<file path="config.mk">
export PLATFORM = sky130hd
export DESIGN_NAME = id_ex_stage
export DESIGN_NICKNAME = d
export VERILOG_FILES = /design/src/rtl/id_ex_stage.sv
export SDC_FILE = /design/constraint.sdc
export NUM_CORES = 1
export LEC_CHECK = 0
export BUFFER_PORTS_ARGS = -buffer_cell sky130_fd_sc_hd__buf_2
export CAP_MARGIN = 20
export CORE_AREA = 2 2 158 160
export DETAILED_ROUTE_END_ITERATION = 6
export DIE_AREA = 0 0 160 162
export PLACE_DENSITY_LB_ADDON = 0.1
export SYNTH_ARGS = -nofsm -noshare
export SYNTH_HDL_FRONTEND = slang
export SYNTH_SLANG_ARGS = --single-unit
</file>
<file path="constraint.sdc">
create_clock -name clk -period 3.2 [get_ports clk]
set_clock_uncertainty 0.2 [all_clocks]
set_input_delay 0.64 -clock clk [delete_from_list [all_inputs] [get_ports clk]]
set_output_delay 0.64 -clock clk [all_outputs]
set_load 0.05 [all_outputs]
</file>
<file path="src/rtl/id_ex_stage.sv">
// ID/EX pipeline register: captures decode fields and register-file operands,
// bypasses same-cycle writeback data, and inserts bubbles on load-use hazards or flushes.
module id_ex_stage #(
  parameter int CTRL_W = 16,
  parameter int CNT_W  = 32
) (
  input  logic              clk,
  input  logic              rst,
  input  logic              valid_id,
  input  logic [31:0]       pc_id,
  input  logic [4:0]        rs1_id,
  input  logic [4:0]        rs2_id,
  input  logic              uses_rs1_id,
  input  logic              uses_rs2_id,
  input  logic [4:0]        rd_id,
  input  logic [31:0]       rdata1,
  input  logic [31:0]       rdata2,
  input  logic [31:0]       imm_id,
  input  logic [CTRL_W-1:0] ctrl_id,
  input  logic              RegWrite_id,
  input  logic              MemRead_id,
  input  logic              MemWrite_id,
  input  logic [31:0]       wdata,
  input  logic [4:0]        waddr,
  input  logic              RegWrite_MW,
  input  logic              flush_ex,
  output logic              valid_ex,
  output logic [31:0]       pc_ex,
  output logic [31:0]       imm_ex,
  output logic [4:0]        rs1_ex,
  output logic [4:0]        rs2_ex,
  output logic [4:0]        rd_ex,
  output logic [31:0]       op1_ex,
  output logic [31:0]       op2_ex,
  output logic [CTRL_W-1:0] ctrl_ex,
  output logic              RegWrite_ex,
  output logic              MemRead_ex,
  output logic              MemWrite_ex,
  output logic              stall_if_id,
  output logic [CNT_W-1:0]  stall_count
);

  logic              byp1_s;
  logic              byp2_s;
  logic              haz_s;
  logic              stall_s;
  logic [31:0]       op1_nxt_s;
  logic [31:0]       op2_nxt_s;
  logic [CNT_W-1:0]  cnt_max_s;

  // Writeback bypass and load-use hazard detection
  always_comb begin
    byp1_s    = 1'b0;
    byp2_s    = 1'b0;
    haz_s     = 1'b0;
    stall_s   = 1'b0;
    op1_nxt_s = 32'd0;
    op2_nxt_s = 32'd0;
    cnt_max_s = {CNT_W{1'b1}};

    byp1_s = RegWrite_MW & (waddr != 5'd0) & (waddr == rs1_id);
    byp2_s = RegWrite_MW & (waddr != 5'd0) & (waddr == rs2_id);

    if (byp1_s) begin
      op1_nxt_s = wdata;
    end else begin
      op1_nxt_s = rdata1;
    end

    if (byp2_s) begin
      op2_nxt_s = wdata;
    end else begin
      op2_nxt_s = rdata2;
    end

    haz_s = valid_ex & MemRead_ex & (rd_ex != 5'd0) & valid_id &
            ((uses_rs1_id & (rd_ex == rs1_id)) | (uses_rs2_id & (rd_ex == rs2_id)));
    // A flush kills the dependent instruction anyway, so it must not also stall
    stall_s = haz_s & ~flush_ex;
  end

  assign stall_if_id = stall_s;

  // EX slot register: bubble on flush or stall, otherwise capture decode
  always_ff @(posedge clk or negedge rst) begin
    if (!rst) begin
      valid_ex    <= 1'b0;
      pc_ex       <= 32'd0;
      imm_ex      <= 32'd0;
      rs1_ex      <= 5'd0;
      rs2_ex      <= 5'd0;
      rd_ex       <= 5'd0;
      op1_ex      <= 32'd0;
      op2_ex      <= 32'd0;
      ctrl_ex     <= {CTRL_W{1'b0}};
      RegWrite_ex <= 1'b0;
      MemRead_ex  <= 1'b0;
      MemWrite_ex <= 1'b0;
    end else if (flush_ex || stall_s) begin
      valid_ex    <= 1'b0;
      RegWrite_ex <= 1'b0;
      MemRead_ex  <= 1'b0;
      MemWrite_ex <= 1'b0;
    end else begin
      valid_ex    <= valid_id;
      pc_ex       <= pc_id;
      imm_ex      <= imm_id;
      rs1_ex      <= rs1_id;
      rs2_ex      <= rs2_id;
      rd_ex       <= rd_id;
      op1_ex      <= op1_nxt_s;
      op2_ex      <= op2_nxt_s;
      ctrl_ex     <= ctrl_id;
      RegWrite_ex <= RegWrite_id & valid_id;
      MemRead_ex  <= MemRead_id & valid_id;
      MemWrite_ex <= MemWrite_id & valid_id;
    end
  end

  // Saturating load-use stall counter
  always_ff @(posedge clk or negedge rst) begin
    if (!rst) begin
      stall_count <= {CNT_W{1'b0}};
    end else if (stall_s && (stall_count != cnt_max_s)) begin
      stall_count <= stall_count + {{(CNT_W-1){1'b0}}, 1'b1};
    end else begin
      stall_count <= stall_count;
    end
  end

endmodule

</file>
==> results of run 1 <==
## repair_timing
| action | 4_1_cts | 5_1_grt |
|---|---|---|
| endpoints found under the hold margin | 49 | 0 |
| buffers inserted | 0 | 0 |
| hold buffers | 1 | 0 |
## flip-flops by register name (all words and copies together), names as in the netlist
signal       flops
imm_ex          32
op1_ex          32
op2_ex          32
pc_ex           32
stall_count     32
ctrl_ex         16
rd_ex            5
rs1_ex           5
rs2_ex           5
MemRead_ex       1
MemWrite_ex      1
RegWrite_ex      1
valid_ex         1
## per-layer routing
layer	vias up	track usage, %
met3	31	5.235
li1	3158	-
met5	-	0
met2	235	33.55
met1	3110	23.55
met4	2	6.224
## stage by stage
step	cells	instance area [sq um]	worst slack [ps]	utilization, %	hold WS [ps]
floorplan	666	8348	422.9	-	144.4
global placement	1374	10800	192.2	44.80	261.8
detailed placement	1374	10800	159.7	44.80	269.2
CTS	1407	11380	147.6	47.21	195.0
global route	1409	11390	99.35	47.23	204.4
finish	1410	11390	215.9	47.24	222.8
## power by group
| part | switching [mW] | leakage [nW] | internal (mW) | total [mW] |
|---|---|---|---|---|
| combinational | 1.09 | 2.80 | 0.397 | 1.49 |
| sequential | 0.106 | 2.31 | 2.66 | 2.77 |
| clock | 1.04 | 0.279 | 1.07 | 2.11 |
## final cells by class
cell class	count	area (sq um)	area share, %
Clock buffer	20	456.7	4.010
Antenna cell	3	7.507	0.06592
Tap cell	324	405.4	3.560
Timing Repair Buffer	418	2221	19.50
Clock inverter	12	113.9	0.9998
Sequential cell	195	4880	42.85
Inverter	4	15.01	0.1318
Multi-Input combinational cell	434	3289	28.88
## synth_stat cells
cell / number / area [sq um]
dfrtp_1: 195 / 4880
mux2_1: 92 / 1036
nor2_1: 77 / 289.0
a21oi_1: 65 / 325.3
mux2i_1: 64 / 640.6
xnor2_1: 28 / 245.2
buf_2: 22 / 110.1
xor2_1: 22 / 192.7
nand3_1: 18 / 90.09
nand4_1: 14 / 87.58
nand2_1: 13 / 48.80
nor3_1: 12 / 60.06
buf_4: 11 / 82.58
and3_1: 5 / 31.28
inv_1: 4 / 15.01
mux2_2: 4 / 45.04
nor4_1: 4 / 25.02
nor4_2: 3 / 37.54
or4_1: 2 / 15.01
and2_1: 1 / 6.260
ha_1: 1 / 12.51
nand3b_1: 1 / 7.510
o2111a_1: 1 / 11.26
o2111ai_1: 1 / 8.760
o21a_1: 1 / 7.510
o21ai_0: 1 / 5.000
o22a_1: 1 / 8.760
o22ai_1: 1 / 6.260
or2_2: 1 / 6.260
or3_1: 1 / 6.260
## kinds of logic after synthesis
logic type / count (synthesis)
mux: 160
buf+inv: 37
fa+ha+maj: 1
xor+xnor: 50
flops: 195
compound gates: 71
simple gates: 152
## layout by cell type (no fill, tap or decap), types with 2 or more instances in the layout
cell / netlist / routed
mux2i_1: 64 / 64
inv_8: 0 / 4
nand3_1: 18 / 18
clkbuf_8: 0 / 3
nor4_1: 4 / 4
and3_1: 5 / 5
buf_4: 11 / 10
diode_2: 0 / 3
nor4_4: 0 / 2
nor3_1: 12 / 11
clkbuf_16: 0 / 17
nand2_1: 13 / 13
mux2_2: 4 / 4
mux2_1: 92 / 92
buf_2: 22 / 400
inv_1: 4 / 4
xor2_1: 22 / 22
a21oi_1: 65 / 64
nand4_1: 14 / 14
dfrtp_1: 195 / 195
xnor2_1: 28 / 28
nor2_1: 77 / 77
buf_12: 0 / 6
or4_1: 2 / 2
clkinv_4: 0 / 6
## how the worst max path moves through the flow
stage               slack [ps]     endpoint
floorplan                  420  stall_if_id
global placement           190   op2_ex[17]
detailed placement         160   op2_ex[17]
CTS                        150  stall_if_id
global route               100  stall_if_id
finish                     220  stall_if_id
==> run metrics, run 1 <==
wire per inst around 18 microns; largest net degree at the start of global routing 87; post-cts resize count 0; GPL Wtd Cong 0.8011; Syn Nets just under 900; minimum clock period after layout between 2000 and 3000 ps; fillers around 2400; CTS HTree Levels 4; CP Cell Sequence or4_1 -> o2111ai_1 -> nor3_2 -> buf_2; Ports 402; Yosys reg bits 195; Vias/cell between 4 and 5; fraction of synthesized area in multiplexers 20.64%; FF-to-FF path depth 5; Worst setup EP type output port; Root Driver clkbuf_16; worst skew pair latency approximately 420 ps; Post-Syn Area about 8300 sq um; die height roughly 160 microns; Sum Neg Setup Slack 0 ps; Syn Inst Count 666; CTS Buf Count 17; first-pass GRT wire length 38810 microns; port buffer count 401; Crit Path Category register to output port; DR vias approximately 6500; Tcrit/Tclk final 93.25%; met3 WL about 1800 microns; DRT Wirelength 25180 microns; Crit path buffers/inverters 1; clk sinks about 200; reg2reg setup slack roughly 430 ps; Residual DRC 0; Max stage delay on crit path 570 ps; met1 wire length between 10000 and 15000 microns; final setup fails 0; Cell Rows 57; HP Class input port to register; aggregate global-route resource usage approximately 19%; DRT antenna net count 0; crit path max fanout 5; Crit Reg-Reg Startpoint rd_ex[2]; largest family of logic cells by synthesized area multiplexers; WHS Path Cells 2; Max VDD drop around 0.30 mV; slowest CP cell or4_1; full die area ~26000 sq um; RSZ-0062 raised after global routing no; met2 WL post-DR between 10000 and 15000 microns; dpl hpwl approximately 19000 microns; Iter 0 DRT Violations roughly 310; yosys warns 0; final slew viol count 0; Post-Synth Simple-Gate Area under 10%; Seq/Total Area, Yosys 58.49%; clk slew on worst S/H paths roughly 80 ps; clk buf depth 2; P per Cell Area roughly 560 nW/um^2; ratio of cells with drive above 1 in the final layout 42.29%; hold worst-path end pc_ex[30]; starting density of the core around a third; Slew HR between 40% and 50%; kind of cell adding the most delay to the critical path simple AND/OR/NAND/NOR gates; MaxCap Viol Count 0; CP Data Required Time about 2400 ps; CP Launch Point rd_ex[2]; fmax 335.1 MHz; CTS tree yes; Final nets 1277; CP startpoint kind register; antenna violations before repair 5; Layout area overhead 36.50%; compound-gate portion of the synthesized area 4.469%; measured slew at the worst slew-check pin about 890 ps; outcome finished, final reports clean; cell leakage power ~5.4 nW; vias in the first global route roughly 6800; critical path depth in cells 4; DRT Pass-1 Iters 4; core area 24110 sq um; share of synthesized cell area in full adder, half adder and majority cells less than 1%; count of final hold-check violations 0; Post-Synth XOR/XNOR Area between 5 and 6%; Avg Inst Size Synth about 13 sq um; r2r endpoint pc_ex[17]; Top Metal Used met5; Yosys cell types 30; Final Power approximately 6.4 mW; Die Wd around 160 microns; hold path start pc_id[30]; Arrival @ worst endpoint around 2100 ps; Congestion Overflow GR 0
(Power assumes the default switching activity.)
==> run 2: changes to the inputs <==
==> constraint.sdc (replaced) <==
create_clock -name clk -period 2.8 [get_ports clk]
set_clock_uncertainty 0.2 [all_clocks]
set_input_delay 0.56 -clock clk [delete_from_list [all_inputs] [get_ports clk]]
set_output_delay 0.56 -clock clk [all_outputs]
set_load 0.05 [all_outputs]
==> run metrics, run 2 (synthesized netlist as in run 1, its figures left out) <==
Final nets 1313 (was 1277); Post-DP Area 11020 sq um (was 10800 sq um); port buffer count 401 (unchanged); DR vias 6689 (was 6536); net switching power 2.607 mW (was 2.237 mW); Root Driver clkbuf_16 (unchanged); clk buf depth 2 (unchanged); Layout area overhead 40.54% (was 36.50%); CP Launch Point rd_ex[4] (was rd_ex[2]); full die area 25920 sq um (unchanged); DRT Wirelength 25400 microns (was 25180 microns); Clk pwr share 32.9% (was 33.1%); Iter 0 DRT Violations 389 (was 308); die height 162 microns (unchanged); fillers 2316 (was 2360); Arrival @ worst endpoint 1980 ps (was 2140 ps); Die Wd 160 microns (unchanged); worst skew pair latency 440 ps (was 420 ps); CTS HTree Levels 4 (unchanged); hold path start pc_id[22] (was pc_id[30]); kind of cell adding the most delay to the critical path flip-flops (was simple AND/OR/NAND/NOR gates); Internal 4.726 mW (was 4.130 mW); CP startpoint kind register (unchanged); DP Worst Slack -296.0 ps (was 159.7 ps); Crit path buffers/inverters 2 (was 1); slowest CP cell dfrtp_1 (was or4_1); vias in the first global route 6803 (was 6766); WHS 132.1 ps (was 222.8 ps); Cell Rows 57 (unchanged); CTS tree yes (unchanged); aggregate global-route resource usage 19.51% (was 19.35%); wire per inst 17.58 microns (was 17.86 microns); Crit Reg-Reg Startpoint rd_ex[2] (unchanged); Max stage delay on crit path 410 ps (was 570 ps); DRT antenna net count 0 (unchanged); minimum clock period after layout 2742 ps; final setup fails 0 (unchanged); count of final hold-check violations 0 (unchanged); Flop pwr share 43.0% (was 43.5%); core area 24110 sq um (unchanged); crit path max fanout 3 (was 5); MaxCap Viol Count 0 (unchanged); switch share 35.55% (was 35.14%); outcome finished, final reports clean (unchanged); antenna violations before repair 3 (was 5); RSZ-0062 raised after global routing yes (was no); part of the power in combinational logic 24.0% (was 23.4%); Ports 402 (unchanged); Max VDD drop 0.3871 mV (was 0.3022 mV); fmax 364.7 MHz; HP Class input port to register (unchanged); clk slew on worst S/H paths 80 ps (about the same); P per Cell Area 625.4 nW/um^2 (was 559.0 nW/um^2); DRT Pass-1 Iters 6 (was 4); Slew HR 30.89% (was 40.23%); measured slew at the worst slew-check pin 1029 ps (was 889.8 ps); Congestion Overflow GR 0 (unchanged); first-pass GRT wire length 39050 microns (was 38810 microns); CTS Buf Count 17 (unchanged); CP Cell Sequence buf_6 -> xnor2_2 -> nand4_1 -> o22a_1 -> nor3_2 -> buf_6 (was or4_1 -> o2111ai_1 -> nor3_2 -> buf_2); design area 11730 sq um (was 11390 sq um); Final WS setup 58.26 ps (was 215.9 ps); largest net degree at the start of global routing 59 (was 87); final core occ 48.64% (was 47.24%); Tcrit/Tclk final 97.92%; clk sinks 195 (unchanged); starting density of the core 34.61% (unchanged); register area 4881 sq um (was 4880 sq um); ratio of cells with drive above 1 in the final layout 44.77% (was 42.29%); Most common cell on crit path buf_6; CP Data Required Time 2040 ps (was 2360 ps); dpl hpwl 19660 microns (was 19130 microns); Worst setup EP type output port (unchanged); most common cell after layout, fill and taps aside buf_2 (unchanged); Residual DRC 0 (unchanged); multi-input logic area 3333 sq um (was 3289 sq um); most frequent cells in the layout buf_2 (399), dfrtp_1 (194), mux2_1 (92) (was buf_2 (400), dfrtp_1 (195), mux2_1 (92)); cell leakage power 5.613 nW (was 5.396 nW); Crit Path Category register to output port (unchanged); GPL Wtd Cong 0.8123 (was 0.8011); final slew viol count 0 (unchanged); Vias/cell 4.629 (was 4.635)
-- run 2: changes by cell type in the layout (fill, tap and decap cells not counted), sizes merged --
cell / before / now
clkbuf: 21 / 19
clkinv: 6 / 8
buf: 416 / 452
clkinvlp: 1 / 0
diode: 3 / 2
inv: 9 / 10
-- run 2: final cells by class --
cell class	instances	share of cell area, %
Timing Repair Buffer	454	21.40
Clock buffer	18	3.660
Inverter	4	0.1281
Tap cell	324	3.457
Sequential cell	195	41.63
Antenna cell	2	0.04268
Multi-Input combinational cell	434	28.43
Clock inverter	14	1.259
-- run 2: worst reg2reg max path, stage by stage, from the launching register on --
cell and delay, ps:
dfrtp_1 390, or4_1 590, o2111a_1 320, a21oi_4 250
buf_12 230, buf_4 200, mux2_1 320
-- run 2: through the flow --
stage               power, mW  TNS, ps  instances
global route            7.650   -48.01       1443
CTS                     7.421        0       1441
finish                  7.333        0       1445
detailed placement      4.977   -11260       1403
floorplan               4.344        0        666
global placement        4.965    -9892       1403
-- run 2: final timing paths --
kind / depth (start not counted) / end / slack [ps]
setup / recovery: 6 / stall_if_id / 60
hold / removal: 2 / pc_ex[22] / 130
setup reg to reg: 6 / imm_ex[7] / 190
hold reg to reg: 1 / pc_ex[11] / 280
max in group asynchronous: 3 / rd_ex[0] / 1220
min in group asynchronous: 2 / stall_count[23] / 470
-- run 2: what timing repair did --
action / CTS / global route
gates cloned: 0 / 0
endpoints found under the hold margin: 53 / 0
pin swaps: 2 / 4
setup buffers: 5 / 2
hold buffers: 1 / 0
endpoints found under the setup margin: 1 / 4
gates resized for setup: 4 / 8
-- run 2: power by group through the flow --
stage / Combinational, mW / Clock [mW] / Sequential (mW)
global placement: 1.76 / 0 / 3.20
floorplan: 0.316 / 0 / 4.03
detailed placement: 1.77 / 0 / 3.21
finish: 1.76 / 2.42 / 3.15
global route: 1.87 / 2.60 / 3.19
CTS: 1.77 / 2.49 / 3.16
-- run 2: layer usage --
layer	global-route usage (%)	wire, microns
met2	33.10	12810
met5	0	12
met3	6.461	1895
met1	24.08	10370
met4	5.078	315
==> run 3: changes to the inputs <==
==> config.mk (replaced) <==
export PLATFORM = sky130hd
export DESIGN_NAME = id_ex_stage
export DESIGN_NICKNAME = d
export VERILOG_FILES = /design/src/rtl/id_ex_stage.sv
export SDC_FILE = /design/constraint.sdc
export NUM_CORES = 1
export LEC_CHECK = 0
export BUFFER_PORTS_ARGS = -buffer_cell sky130_fd_sc_hd__buf_4
export CAP_MARGIN = 20
export CORE_AREA = 3 3 159 161
export CTS_BUF_LIST = sky130_fd_sc_hd__clkbuf_16
export DETAILED_ROUTE_END_ITERATION = 6
export DIE_AREA = 0 0 162 164
export PLACE_DENSITY_LB_ADDON = 0.1
export SYNTH_ARGS = -nofsm -noshare
export SYNTH_HDL_FRONTEND = slang
export SYNTH_SLANG_ARGS = --single-unit
==> run metrics, run 3 (synthesized netlist as in run 1, its figures left out) <==
Residual DRC 0 (unchanged); Max stage delay on crit path 620 ps (was 410 ps); Crit Reg-Reg Startpoint rd_ex[1] (was rd_ex[2]); DRT Pass-1 Iters 5 (was 6); full die area 26570 sq um (was 25920 sq um); clk slew on worst S/H paths 80 ps (about the same); fmax 363.0 MHz (was 364.7 MHz); worst skew pair latency 430 ps (was 440 ps); DRT antenna net count 0 (unchanged); final slew viol count 0 (unchanged); most common cell after layout, fill and taps aside buf_4 (was buf_2); Root Driver clkbuf_16 (unchanged); count of final hold-check violations 0 (unchanged); Final WS setup 45.19 ps (was 58.26 ps); CP Launch Point rd_ex[1] (was rd_ex[4]); Worst setup EP type output port (unchanged); Layout area overhead 51.32% (was 40.54%); Die Wd 162 microns (was 160 microns); Arrival @ worst endpoint 1990 ps (was 1980 ps); first-pass GRT wire length 39720 microns (was 39050 microns); MaxCap Viol Count 0 (unchanged); dpl hpwl 20080 microns (was 19660 microns); Slew HR 67.45% (was 30.89%); clk sinks 195 (unchanged); WHS 129.4 ps (was 132.1 ps); minimum clock period after layout 2755 ps (was 2742 ps); CTS HTree Levels 4 (unchanged); slowest CP cell or4_1 (was dfrtp_1); Ports 402 (unchanged); CP startpoint kind register (unchanged); Max VDD drop 0.3342 mV (was 0.3871 mV); CP Cell Sequence or4_1 -> o2111ai_4 -> nor3_4 -> buf_6 (was buf_6 -> xnor2_2 -> nand4_1 -> o22a_1 -> nor3_2 -> buf_6); RSZ-0062 raised after global routing yes (unchanged); vias in the first global route 6915 (was 6803); core area 24110 sq um (unchanged); antenna violations before repair 0 (was 3); wire per inst 18.39 microns (was 17.58 microns); P per Cell Area 596.9 nW/um^2 (was 625.4 nW/um^2); cell leakage power 5.833 nW (was 5.613 nW); die height 164 microns (was 162 microns); measured slew at the worst slew-check pin 488.3 ps (was 1029 ps); outcome finished, final reports clean (unchanged); clk buf depth 2 (unchanged); Iter 0 DRT Violations 262 (was 389); HP Class input port to register (unchanged); DRT Wirelength 26080 microns (was 25400 microns); largest net degree at the start of global routing 65 (was 59); hold path start imm_id[30] (was pc_id[22]); port buffer count 401 (unchanged); DR vias 6690 (was 6689); final setup fails 0 (unchanged); most frequent cells in the layout buf_4 (410), dfrtp_1 (194), mux2_1 (92) (was buf_2 (399), dfrtp_1 (194), mux2_1 (92)); Crit Path Category register to output port (unchanged); GPL Wtd Cong 0.7745 (was 0.8123); CTS tree yes (unchanged); Congestion Overflow GR 0 (unchanged); Tcrit/Tclk final 98.39% (was 97.92%); starting density of the core 34.61% (unchanged); DP Worst Slack 153.6 ps (was -296.0 ps); CTS Buf Count 17 (unchanged); ANT cells 0 (was 2); Cell Rows 57 (unchanged); Vias/cell 4.718 (was 4.629); ratio of cells with drive above 1 in the final layout 43.42% (was 44.77%); aggregate global-route resource usage 19.39% (was 19.51%); crit path max fanout 5 (was 3); CP Data Required Time 2040 ps (about the same); Final nets 1288 (was 1313)
[run 3: final cells by class]
cell class | instances | area, sq um
Fill cell | 2257 | 11480
Sequential cell | 195 | 4881
Timing Repair Buffer | 429 | 3406
Multi-Input combinational cell | 434 | 3342
Clock buffer | 17 | 425.4
Tap cell | 324 | 405.4
Clock inverter | 15 | 150.1
Inverter | 4 | 15.01
[run 3: stage by stage]
step	std cells	setup TNS [ps]	area (sq um)	utilization [%]	power, mW
after global routing	1418	-69.97	12620	52.37	7.877
after CTS	1415	0	12550	52.07	7.650
after floorplan	666	0	8348	-	4.344
after global placement	1380	0	11920	49.46	5.190
final	1418	0	12620	52.37	7.535
after detailed placement	1380	0	11920	49.46	5.202
[run 3: path summary, 6_finish.rpt]
| check | endpoint | slack, ps | cells past startpoint |
|---|---|---|---|
| hold / removal | imm_ex[30] | 130 | 2 |
| setup reg to reg | op1_ex[26] | 170 | 7 |
| max in group asynchronous | ctrl_ex[14] | 1200 | 3 |
| min in group asynchronous | stall_count[23] | 450 | 2 |
| hold reg to reg | pc_ex[23] | 290 | 1 |
| setup / recovery | stall_if_id | 50 | 4 |
[run 3: repair_timing]
item / 4_1_cts / 5_1_grt
pin swaps: 3 / 3
resized for setup: 6 / 8
hold buffers: 1 / 0
hold endpoints to repair: 51 / 0
setup endpoints to repair: 1 / 21
buffers inserted: 2 / 3
[run 3: worst max-delay path: cells and delay by family (launching register included)]
kind / cells / cell delay (ps)
buffers and inverters: 1 / 160
AO/OA/AOI/OAI: 1 / 290
flip-flops: 1 / 430
AND/OR/NAND/NOR: 2 / 690
[run 3: power by group]
group          switching (mW)  leakage, nW  internal (mW)
Combinational            1.27         3.24          0.704
Sequential              0.129         2.31           3.04
Clock                    1.21        0.280           1.19
Total                    2.60         5.83           4.93
[run 3: per-layer routing]
layer	global-route usage, %	part of all wire, %	vias up
met2	33.17	51	247
met1	22.49	38	3243
met4	5.855	2.0	0
li1	-	-	3171
met5	0	0	-
met3	7.768	9.1	29
